## src/rtl/multicycle_control_unit_if.sv

```systemverilog
// Bundle between the multi-cycle sequencer and the datapath, decoder and memories.
// The controller takes the master side; the environment takes the slave side.
interface multicycle_control_unit_if #(
  parameter int COUNT_WIDTH = 32
);
  logic                   imem_ready;
  logic                   dmem_ready;
  logic                   mem_to_reg;
  logic [1:0]             mem_write_size;
  logic                   branch;
  logic                   jump;
  logic                   jal_or_jalr;
  logic                   decode_error;
  logic                   branch_taken;

  logic                   imem_req;
  logic                   ir_load;
  logic                   alu_out_load;
  logic                   dmem_req;
  logic                   dmem_we;
  logic                   reg_write;
  logic [1:0]             wb_sel;
  logic                   pc_write;
  logic [1:0]             pc_src;
  logic                   halted;
  logic [2:0]             state;
  logic [COUNT_WIDTH-1:0] instret;

  modport master (
    input  imem_ready, dmem_ready, mem_to_reg, mem_write_size, branch, jump,
           jal_or_jalr, decode_error, branch_taken,
    output imem_req, ir_load, alu_out_load, dmem_req, dmem_we, reg_write,
           wb_sel, pc_write, pc_src, halted, state, instret
  );

  modport slave (
    output imem_ready, dmem_ready, mem_to_reg, mem_write_size, branch, jump,
           jal_or_jalr, decode_error, branch_taken,
    input  imem_req, ir_load, alu_out_load, dmem_req, dmem_we, reg_write,
           wb_sel, pc_write, pc_src, halted, state, instret
  );
endinterface

```

## src/rtl/multicycle_control_unit.sv

```systemverilog
// RV32I multi-cycle sequencer: FETCH/DECODE/EXECUTE/MEMORY/WRITEBACK with a sticky TRAP.
// Outputs are decoded from the state plus the instruction class latched in DECODE.
module multicycle_control_unit #(
  parameter int COUNT_WIDTH = 32
) (
  input  logic                       clk_i,
  input  logic                       reset_i,
  multicycle_control_unit_if.master  ctrl
);

  localparam logic [2:0] S_FETCH     = 3'd0;
  localparam logic [2:0] S_DECODE    = 3'd1;
  localparam logic [2:0] S_EXECUTE   = 3'd2;
  localparam logic [2:0] S_MEMORY    = 3'd3;
  localparam logic [2:0] S_WRITEBACK = 3'd4;
  localparam logic [2:0] S_TRAP      = 3'd5;

  logic [2:0]             state_q, state_d;
  logic                   load_q, load_d;
  logic                   store_q, store_d;
  logic                   branch_q, branch_d;
  logic                   jump_q, jump_d;
  logic                   jal_q, jal_d;
  logic [COUNT_WIDTH-1:0] instret_q, instret_d;

  logic       retire;
  logic       imem_req, ir_load, alu_out_load, dmem_req, dmem_we;
  logic       reg_write, pc_write, halted;
  logic [1:0] wb_sel, pc_src;

  always_comb begin
    state_d      = state_q;
    load_d       = load_q;
    store_d      = store_q;
    branch_d     = branch_q;
    jump_d       = jump_q;
    jal_d        = jal_q;
    retire       = 1'b0;
    imem_req     = 1'b0;
    ir_load      = 1'b0;
    alu_out_load = 1'b0;
    dmem_req     = 1'b0;
    dmem_we      = 1'b0;
    reg_write    = 1'b0;
    pc_write     = 1'b0;
    halted       = 1'b0;
    wb_sel       = 2'b00;
    pc_src       = 2'b00;

    case (state_q)
      S_FETCH: begin
        imem_req = 1'b1;
        if (ctrl.imem_ready) begin
          ir_load = 1'b1;
          state_d = S_DECODE;
        end
      end
      S_DECODE: begin
        if (ctrl.decode_error) begin
          state_d = S_TRAP;
        end else begin
          load_d   = ctrl.mem_to_reg;
          store_d  = (ctrl.mem_write_size != 2'b00);
          branch_d = ctrl.branch;
          jump_d   = ctrl.jump;
          jal_d    = ctrl.jal_or_jalr;
          state_d  = S_EXECUTE;
        end
      end
      S_EXECUTE: begin
        alu_out_load = 1'b1;
        if (load_q || store_q) begin
          state_d = S_MEMORY;
        end else if (jump_q) begin
          state_d = S_WRITEBACK;
        end else if (branch_q) begin
          pc_write = 1'b1;
          pc_src   = ctrl.branch_taken ? 2'b01 : 2'b00;
          retire   = 1'b1;
          state_d  = S_FETCH;
        end else begin
          state_d = S_WRITEBACK;
        end
      end
      S_MEMORY: begin
        // A store takes priority so a malformed load+store class never writes the regfile.
        dmem_req = 1'b1;
        dmem_we  = store_q;
        if (ctrl.dmem_ready) begin
          if (store_q) begin
            pc_write = 1'b1;
            retire   = 1'b1;
            state_d  = S_FETCH;
          end else begin
            state_d = S_WRITEBACK;
          end
        end
      end
      S_WRITEBACK: begin
        reg_write = 1'b1;
        pc_write  = 1'b1;
        retire    = 1'b1;
        state_d   = S_FETCH;
        if (load_q) begin
          wb_sel = 2'b01;
        end else if (jump_q) begin
          wb_sel = 2'b10;
        end
        if (jump_q) begin
          pc_src = jal_q ? 2'b01 : 2'b10;
        end
      end
      S_TRAP: begin
        halted = 1'b1;
      end
      default: begin
        state_d = S_FETCH;
      end
    endcase

    instret_d = instret_q + COUNT_WIDTH'(retire);

    // Reset abandons any in-flight access, so no strobe may escape during the reset cycle.
    if (reset_i) begin
      imem_req     = 1'b0;
      ir_load      = 1'b0;
      alu_out_load = 1'b0;
      dmem_req     = 1'b0;
      dmem_we      = 1'b0;
      reg_write    = 1'b0;
      pc_write     = 1'b0;
      halted       = 1'b0;
      wb_sel       = 2'b00;
      pc_src       = 2'b00;
    end
  end

  always_ff @(posedge clk_i) begin
    if (reset_i) begin
      state_q   <= S_FETCH;
      load_q    <= 1'b0;
      store_q   <= 1'b0;
      branch_q  <= 1'b0;
      jump_q    <= 1'b0;
      jal_q     <= 1'b0;
      instret_q <= '0;
    end else begin
      state_q   <= state_d;
      load_q    <= load_d;
      store_q   <= store_d;
      branch_q  <= branch_d;
      jump_q    <= jump_d;
      jal_q     <= jal_d;
      instret_q <= instret_d;
    end
  end

  assign ctrl.imem_req     = imem_req;
  assign ctrl.ir_load      = ir_load;
  assign ctrl.alu_out_load = alu_out_load;
  assign ctrl.dmem_req     = dmem_req;
  assign ctrl.dmem_we      = dmem_we;
  assign ctrl.reg_write    = reg_write;
  assign ctrl.wb_sel       = wb_sel;
  assign ctrl.pc_write     = pc_write;
  assign ctrl.pc_src       = pc_src;
  assign ctrl.halted       = halted;
  assign ctrl.state        = state_q;
  assign ctrl.instret      = instret_q;

endmodule

```

## src/flat_wrapper.sv

```systemverilog
// flat-port wrapper written by rule: the top's interface ports become plain ports
module multicycle_control_unit_flat 
#(
  parameter int COUNT_WIDTH = 32
)
  (clk_i, reset_i, ctrl_imem_ready, ctrl_dmem_ready, ctrl_mem_to_reg, ctrl_mem_write_size, ctrl_branch, ctrl_jump, ctrl_jal_or_jalr, ctrl_decode_error, ctrl_branch_taken, ctrl_imem_req, ctrl_ir_load, ctrl_alu_out_load, ctrl_dmem_req, ctrl_dmem_we, ctrl_reg_write, ctrl_wb_sel, ctrl_pc_write, ctrl_pc_src, ctrl_halted, ctrl_state, ctrl_instret);
  multicycle_control_unit_if #(.COUNT_WIDTH(COUNT_WIDTH)) ctrl_i ();
  input  logic clk_i;
  input  logic reset_i;
  input wire logic [$bits(ctrl_i.imem_ready)-1:0] ctrl_imem_ready;
  input wire logic [$bits(ctrl_i.dmem_ready)-1:0] ctrl_dmem_ready;
  input wire logic [$bits(ctrl_i.mem_to_reg)-1:0] ctrl_mem_to_reg;
  input wire logic [$bits(ctrl_i.mem_write_size)-1:0] ctrl_mem_write_size;
  input wire logic [$bits(ctrl_i.branch)-1:0] ctrl_branch;
  input wire logic [$bits(ctrl_i.jump)-1:0] ctrl_jump;
  input wire logic [$bits(ctrl_i.jal_or_jalr)-1:0] ctrl_jal_or_jalr;
  input wire logic [$bits(ctrl_i.decode_error)-1:0] ctrl_decode_error;
  input wire logic [$bits(ctrl_i.branch_taken)-1:0] ctrl_branch_taken;
  output wire logic [$bits(ctrl_i.imem_req)-1:0] ctrl_imem_req;
  output wire logic [$bits(ctrl_i.ir_load)-1:0] ctrl_ir_load;
  output wire logic [$bits(ctrl_i.alu_out_load)-1:0] ctrl_alu_out_load;
  output wire logic [$bits(ctrl_i.dmem_req)-1:0] ctrl_dmem_req;
  output wire logic [$bits(ctrl_i.dmem_we)-1:0] ctrl_dmem_we;
  output wire logic [$bits(ctrl_i.reg_write)-1:0] ctrl_reg_write;
  output wire logic [$bits(ctrl_i.wb_sel)-1:0] ctrl_wb_sel;
  output wire logic [$bits(ctrl_i.pc_write)-1:0] ctrl_pc_write;
  output wire logic [$bits(ctrl_i.pc_src)-1:0] ctrl_pc_src;
  output wire logic [$bits(ctrl_i.halted)-1:0] ctrl_halted;
  output wire logic [$bits(ctrl_i.state)-1:0] ctrl_state;
  output wire logic [$bits(ctrl_i.instret)-1:0] ctrl_instret;
  assign ctrl_i.imem_ready = ctrl_imem_ready;
  assign ctrl_i.dmem_ready = ctrl_dmem_ready;
  assign ctrl_i.mem_to_reg = ctrl_mem_to_reg;
  assign ctrl_i.mem_write_size = ctrl_mem_write_size;
  assign ctrl_i.branch = ctrl_branch;
  assign ctrl_i.jump = ctrl_jump;
  assign ctrl_i.jal_or_jalr = ctrl_jal_or_jalr;
  assign ctrl_i.decode_error = ctrl_decode_error;
  assign ctrl_i.branch_taken = ctrl_branch_taken;
  assign ctrl_imem_req = ctrl_i.imem_req;
  assign ctrl_ir_load = ctrl_i.ir_load;
  assign ctrl_alu_out_load = ctrl_i.alu_out_load;
  assign ctrl_dmem_req = ctrl_i.dmem_req;
  assign ctrl_dmem_we = ctrl_i.dmem_we;
  assign ctrl_reg_write = ctrl_i.reg_write;
  assign ctrl_wb_sel = ctrl_i.wb_sel;
  assign ctrl_pc_write = ctrl_i.pc_write;
  assign ctrl_pc_src = ctrl_i.pc_src;
  assign ctrl_halted = ctrl_i.halted;
  assign ctrl_state = ctrl_i.state;
  assign ctrl_instret = ctrl_i.instret;
  multicycle_control_unit #(.COUNT_WIDTH(COUNT_WIDTH)) u_core (.clk_i(clk_i), .reset_i(reset_i), .ctrl(ctrl_i));
endmodule
```

## config.mk

```make
export PLATFORM = sky130hd
export DESIGN_NAME = multicycle_control_unit_flat
export DESIGN_NICKNAME = d
export VERILOG_FILES = /design/src/rtl/multicycle_control_unit_if.sv /design/src/rtl/multicycle_control_unit.sv /design/src/flat_wrapper.sv
export SDC_FILE = /design/constraint.sdc
export NUM_CORES = 1
export LEC_CHECK = 0
export ABC_AREA = 0
export BUFFER_PORTS_ARGS = -buffer_cell sky130_fd_sc_hd__buf_2
export CAP_MARGIN = 0
export CORE_ASPECT_RATIO = 1.1
export CORE_MARGIN = 1
export CORE_UTILIZATION = 55
export CTS_BUF_LIST = sky130_fd_sc_hd__clkbuf_16
export DETAILED_ROUTE_END_ITERATION = 6
export PLACE_DENSITY = 0.84
export SYNTH_ARGS = -nofsm -noshare
export SYNTH_HDL_FRONTEND = slang
export SYNTH_SLANG_ARGS = --single-unit
```

## constraint.sdc

```tcl
create_clock -name clk_i -period 7.6 [get_ports clk_i]
set_clock_uncertainty 0.2 [all_clocks]
set_input_delay 1.14 -clock clk_i [delete_from_list [all_inputs] [get_ports clk_i]]
set_output_delay 1.14 -clock clk_i [all_outputs]
set_load 0.01 [all_outputs]
```

After elaboration in Yosys (flattened, before gate mapping). Cells that the tools add are included.

Add/subtract/negate cells: 1. Eq/ne operators: 7. Multiplexer cells: 42. Bitwise operators: 2. Reductions and logical operators: 5.

Operator list (count): $add 32x1->32 (1); $mux 1 (22); $mux 3 (7); $mux 2 (10); $pmux 3 s5 (1); $eq 3x2->1 const B (2); $eq 3x3->1 const B (2); $ne 2x2->1 const B (2); $pmux 2 s2 (1); $eq 3x1->1 const B (1); $logic_not 3->1 (1); $pmux 1 s3 (1); $reduce_and 3->1 (1); $not 1->1 (2); $reduce_and 2->1 (1); $reduce_bool 2->1 (1); $logic_or 1x1->1 (1).

Register bits: 40.

Logic depth before layout (Yosys ltp).
Word-level depth: 6. Mapped depth: 11. Gate-level depth less buffers: 10.

Least setup slack after synthesis. No wires, ideal clock.

Kind: input -> output. Start: in reset_i. End: out ctrl_ir_load. Arrival time: 2100 ps. Slack: 4160 ps. Stages: 4. Path through: clkbuf_1 -> or2_2 -> nor3_1 -> and2_1.

Longest elaborated chain between the ends: 1.

RTL lines: from (decl) (line flat_wrapper.sv:9) `input logic reset_i;`; $mux 1 (line multicycle_control_unit.sv:124) `if (reset_i) begin`; to (decl) (line flat_wrapper.sv:20) `output wire logic [$bits(ctrl_i.ir_load)-1:0] ctrl_ir_load;`.

No other way between the ends.

Worst setup path in the final report.
Start: in reset_i. End: out ctrl_wb_sel[1].

Longest elaborated chain between the ends: 1.

RTL lines: $mux 2 (line multicycle_control_unit.sv:124); to (decl) (line flat_wrapper.sv:25) `output wire logic [$bits(ctrl_i.wb_sel)-1:0] ctrl_wb_sel;`.

No other way between the ends.

==> impl_metrics.prom <==
# TYPE chip_impl_metric gauge
chip_impl_metric{name="route.vias.total",unit=""} 2019
chip_impl_metric{name="insertion_delay",unit="ns"} 0.29
chip_impl_metric{name="synth-warning-count",unit=""} 0
chip_impl_metric{name="drt-initial-drc-count",unit=""} 173
chip_impl_metric{name="crit_arrival",unit="ns"} 2.36
chip_impl_metric{name="grt_pass1_vias",unit=""} 1674
chip_impl_metric{name="detailedRoute.firstPassIterationCount",unit=""} 4
chip_impl_metric{name="global_route.overflow_total",unit=""} 0
chip_impl_metric{name="grt_use_total",unit=""} 0.259
chip_impl_metric{name="largest_net_degree_at_the_start_of_global_routing",unit=""} 43
chip_impl_metric{name="post_drt_wl_per_cell",unit="µm"} 13.6
chip_impl_info{name="synth_top_cells_by_area",value="sky130_fd_sc_hd__dfxtp_1 (40%), sky130_fd_sc_hd__a21oi_1 (6.2%), sky130_fd_sc_hd__o31ai_1 (5.6%)"} 1
chip_impl_metric{name="io_buffer_count",unit=""} 58
chip_impl_metric{name="max-vdd-ir-drop",unit="mV"} 0.124
chip_impl_metric{name="die_ar",unit="µm²"} 3910
chip_impl_metric{name="synth_nets",unit=""} 254
chip_impl_metric{name="io_pins",unit=""} 59
chip_impl_metric{name="post_cts_resize_count",unit=""} 0
chip_impl_metric{name="synthDominantCellAreaShare",unit=""} 0.397
chip_impl_info{name="tritoncts_clock_tree",value="done"} 1
chip_impl_metric{name="static-leakage-power",unit="nW"} 0.983
chip_impl_metric{name="floorplan.initialDensity",unit=""} 0.591
chip_impl_metric{name="tightest_slew",unit="ns"} 0.720
chip_impl_metric{name="post_synth_inst_count",unit=""} 240
chip_impl_metric{name="clkSinkCount",unit=""} 40
chip_impl_metric{name="setup-tns-final",unit="ns"} 0
chip_impl_info{name="min_path_type",value="reg2reg"} 1
chip_impl_metric{name="async_reset_ff_frac",unit=""} 0
chip_impl_metric{name="drt_drc_violations_left",unit=""} 0
chip_impl_metric{name="power.total",unit="W"} 0.000446
chip_impl_metric{name="power.density",unit="nW/µm²"} 182
chip_impl_metric{name="die-height",unit="µm"} 65.5
chip_impl_info{name="critical_path_class",value="in2out"} 1
chip_impl_metric{name="chipWidth",unit="µm"} 59.7
chip_impl_metric{name="cts.clk_slew.worst_paths",unit="ns"} 0.06
chip_impl_info{name="outcome",value="finished clean"} 1
chip_impl_metric{name="hold_buffers",unit=""} 0
chip_impl_metric{name="share_of_layout_cells_above_drive_strength_1",unit=""} 0.238
chip_impl_metric{name="synth_seq_area_share",unit=""} 0.397
chip_impl_metric{name="place_hpwl",unit="µm"} 3110
chip_impl_info{name="ys_dominant_reg_cell",value="sky130_fd_sc_hd__dfxtp_1"} 1
chip_impl_metric{name="hold_viol",unit=""} 0
chip_impl_metric{name="avgViaCountPerCell",unit=""} 5.90
chip_impl_metric{name="syn_area",unit="µm²"} 2020
chip_impl_metric{name="cts-buffers-inserted",unit=""} 5
chip_impl_metric{name="synth.distinct_cells",unit=""} 37
chip_impl_metric{name="clock_tree.buffer_depth",unit=""} 2
chip_impl_metric{name="post_synth_edffs",unit=""} 0
chip_impl_metric{name="n_antenna_cell",unit=""} 0
chip_impl_info{name="yosys.area.top_type",value="sky130_fd_sc_hd__dfxtp_1"} 1
chip_impl_metric{name="ant_nets",unit=""} 0
chip_impl_metric{name="grt_antenna_before_repair",unit=""} 0
chip_impl_metric{name="final-max-slew-violation-count",unit=""} 0
chip_impl_metric{name="syn_avg_cell_area",unit="µm²"} 8.40
chip_impl_metric{name="first_pass_grt_wire_length",unit="µm"} 7640
chip_impl_metric{name="final_net_count",unit=""} 307
chip_impl_metric{name="timing.critical_path.required",unit="ns"} 6.26
chip_impl_metric{name="timing.fmax",unit="MHz"} 270
chip_impl_metric{name="final-setup-viol-count",unit=""} 0
chip_impl_metric{name="synth-seq-cells",unit=""} 40
chip_impl_metric{name="drv.max_cap_violation_count",unit=""} 0
chip_impl_info{name="crit_path_start_kind",value="primary input"} 1
chip_impl_metric{name="finalWeightedCongestion",unit=""} 0.849
chip_impl_metric{name="htree_num_levels",unit=""} 2
chip_impl_metric{name="min_period",unit="ns"} 3.70
chip_impl_metric{name="max_slew_headroom",unit=""} 0.520
chip_impl_info{name="cts_root_buf",value="sky130_fd_sc_hd__clkbuf_16"} 1
chip_impl_metric{name="floorplan.rows",unit=""} 22
chip_impl_metric{name="wirelength",unit="µm"} 4640
chip_impl_metric{name="layout-area-overhead-vs-synth",unit="%"} 21.2
chip_impl_metric{name="critPathMaxFanout",unit=""} 42
chip_impl_info{name="rsz0062_at_grt",value="false"} 1
chip_impl_metric{name="period_share",unit=""} 0.486
chip_impl_metric{name="coreArea",unit="µm²"} 3410
chip_impl_metric{name="setup_buffers_after_cts",unit=""} 0
chip_impl_metric{name="finalHoldWorstSlack",unit="ns"} 0.271
chip_impl_info{name="endpoint_kind",value="output pin"} 1
-- cell usage after synthesis, types with 2 or more instances --
| master | count |
|---|---|
| sky130_fd_sc_hd__mux2i_1 | 5 |
| sky130_fd_sc_hd__buf_6 | 2 |
| sky130_fd_sc_hd__inv_1 | 5 |
| sky130_fd_sc_hd__and3_1 | 4 |
| sky130_fd_sc_hd__o31ai_1 | 15 |
| sky130_fd_sc_hd__xor2_1 | 7 |
| sky130_fd_sc_hd__clkbuf_1 | 8 |
| sky130_fd_sc_hd__nor4_1 | 3 |
| sky130_fd_sc_hd__nor2b_1 | 3 |
| sky130_fd_sc_hd__nand2b_1 | 6 |
| sky130_fd_sc_hd__ha_1 | 2 |
| sky130_fd_sc_hd__dfxtp_1 | 40 |
| sky130_fd_sc_hd__a21oi_1 | 25 |
| sky130_fd_sc_hd__nand2_1 | 13 |
| sky130_fd_sc_hd__nand4_1 | 6 |
| sky130_fd_sc_hd__buf_2 | 2 |
| sky130_fd_sc_hd__o21ai_0 | 7 |
| sky130_fd_sc_hd__or4_1 | 15 |
| sky130_fd_sc_hd__or3_1 | 5 |
| sky130_fd_sc_hd__nand3_1 | 13 |
| sky130_fd_sc_hd__and4_1 | 3 |
| sky130_fd_sc_hd__and2_1 | 4 |
| sky130_fd_sc_hd__nor2_1 | 26 |
| sky130_fd_sc_hd__a211oi_1 | 3 |
| sky130_fd_sc_hd__xnor2_1 | 3 |
| sky130_fd_sc_hd__nor3_1 | 4 |
-- worst max-delay path: stages --
cell	delay [ns]
sky130_fd_sc_hd__buf_2	0.56
sky130_fd_sc_hd__nand2b_1	0.26
sky130_fd_sc_hd__nor3_1	0.08
sky130_fd_sc_hd__nand2_1	0.13
sky130_fd_sc_hd__nor2_1	0.05
sky130_fd_sc_hd__buf_2	0.14
-- layout by cell type, fill, tap and decap left out, types with 2 or more instances in the layout --
cell type and n:
sky130_fd_sc_hd__a21oi_1 25, sky130_fd_sc_hd__nand2_1 13, sky130_fd_sc_hd__xor2_1 7, sky130_fd_sc_hd__xnor2_1 3, sky130_fd_sc_hd__or4_1 15, sky130_fd_sc_hd__o31ai_1 15, sky130_fd_sc_hd__nand4_1 6, sky130_fd_sc_hd__nor3_1 4
sky130_fd_sc_hd__and3_1 4, sky130_fd_sc_hd__nor2_1 26, sky130_fd_sc_hd__mux2i_1 5, sky130_fd_sc_hd__and4_1 3, sky130_fd_sc_hd__a211oi_1 3, sky130_fd_sc_hd__o21ai_0 7, sky130_fd_sc_hd__nand2b_1 6, sky130_fd_sc_hd__dfxtp_1 40
sky130_fd_sc_hd__inv_1 6, sky130_fd_sc_hd__nor4_1 3, sky130_fd_sc_hd__or3_1 5, sky130_fd_sc_hd__buf_2 58, sky130_fd_sc_hd__clkbuf_16 5, sky130_fd_sc_hd__nand3_1 13, sky130_fd_sc_hd__ha_1 2, sky130_fd_sc_hd__nor2b_1 3
sky130_fd_sc_hd__and2_1 4
-- power breakdown --
| part | internal (W) | total [W] | switching [W] |
|---|---|---|---|
| Combinational | 0.0000104 | 0.0000243 | 0.0000138 |
| Clock | 0.000119 | 0.000204 | 0.0000845 |
| Sequential | 0.000212 | 0.000218 | 0.00000522 |
-- final cells by class --
type | instances | area (µm²)
Multi-Input combinational cell | 183 | 1130
Fill cell | 307 | 968
Sequential cell | 40 | 801
Timing Repair Buffer | 58 | 290
Clock buffer | 5 | 125
Tap cell | 48 | 60.1
Inverter | 5 | 18.8
Clock inverter | 3 | 15.0
-- logic make-up after synthesis --
group           count (synthesis)  synth area share
mux                             5            0.0248
buf+inv                        17            0.0403
simple gates                  112             0.319
compound gates                 54             0.163
flops                          40             0.397
xor+xnor                       10            0.0434
fa+ha+maj                       2            0.0124
-- layer usage --
layer	track usage	vias up	share of wire
met5	0	-	0
met4	0.140	0	0.018
met3	0.0413	8	0.051
met2	0.397	57	0.49
met1	0.342	961	0.44
li1	-	993	-
-- through the flow --
step | utilization | setup slack (ns) | cells | cell area [µm²]
finish | 0.716 | 3.90 | 342 | 2440
global route | 0.716 | 3.71 | 342 | 2440
CTS | 0.716 | 3.90 | 342 | 2440
detailed placement | 0.675 | 3.90 | 334 | 2300
global placement | 0.675 | 3.91 | 334 | 2300
floorplan | - | 4.16 | 240 | 2020
-- state kept, by name, summed over array words and instances, names as in the netlist --
| name | count |
|---|---|
| u_core.ctrl.instret | 32 |
| u_core.ctrl.state | 3 |
| u_core.branch_q | 1 |
| u_core.jal_q | 1 |
| u_core.jump_q | 1 |
| u_core.load_q | 1 |
| u_core.store_q | 1 |
-- worst paths after layout --
path | slack (ns) | start | end | depth (start not counted)
setup / recovery | 3.90 | reset_i | ctrl_wb_sel[1] | 6
hold / removal | 0.27 | u_core.ctrl.instret[31]$_SDFF_PP0_ | u_core.ctrl.instret[31]$_SDFF_PP0_ | 2
setup reg to reg | 4.20 | u_core.ctrl.state[1]$_SDFFE_PP0P_ | u_core.ctrl.instret[20]$_SDFF_PP0_ | 10
hold reg to reg | 0.27 | u_core.ctrl.instret[31]$_SDFF_PP0_ | u_core.ctrl.instret[31]$_SDFF_PP0_ | 2
Note: power is estimated with default switching activity, not from simulation.
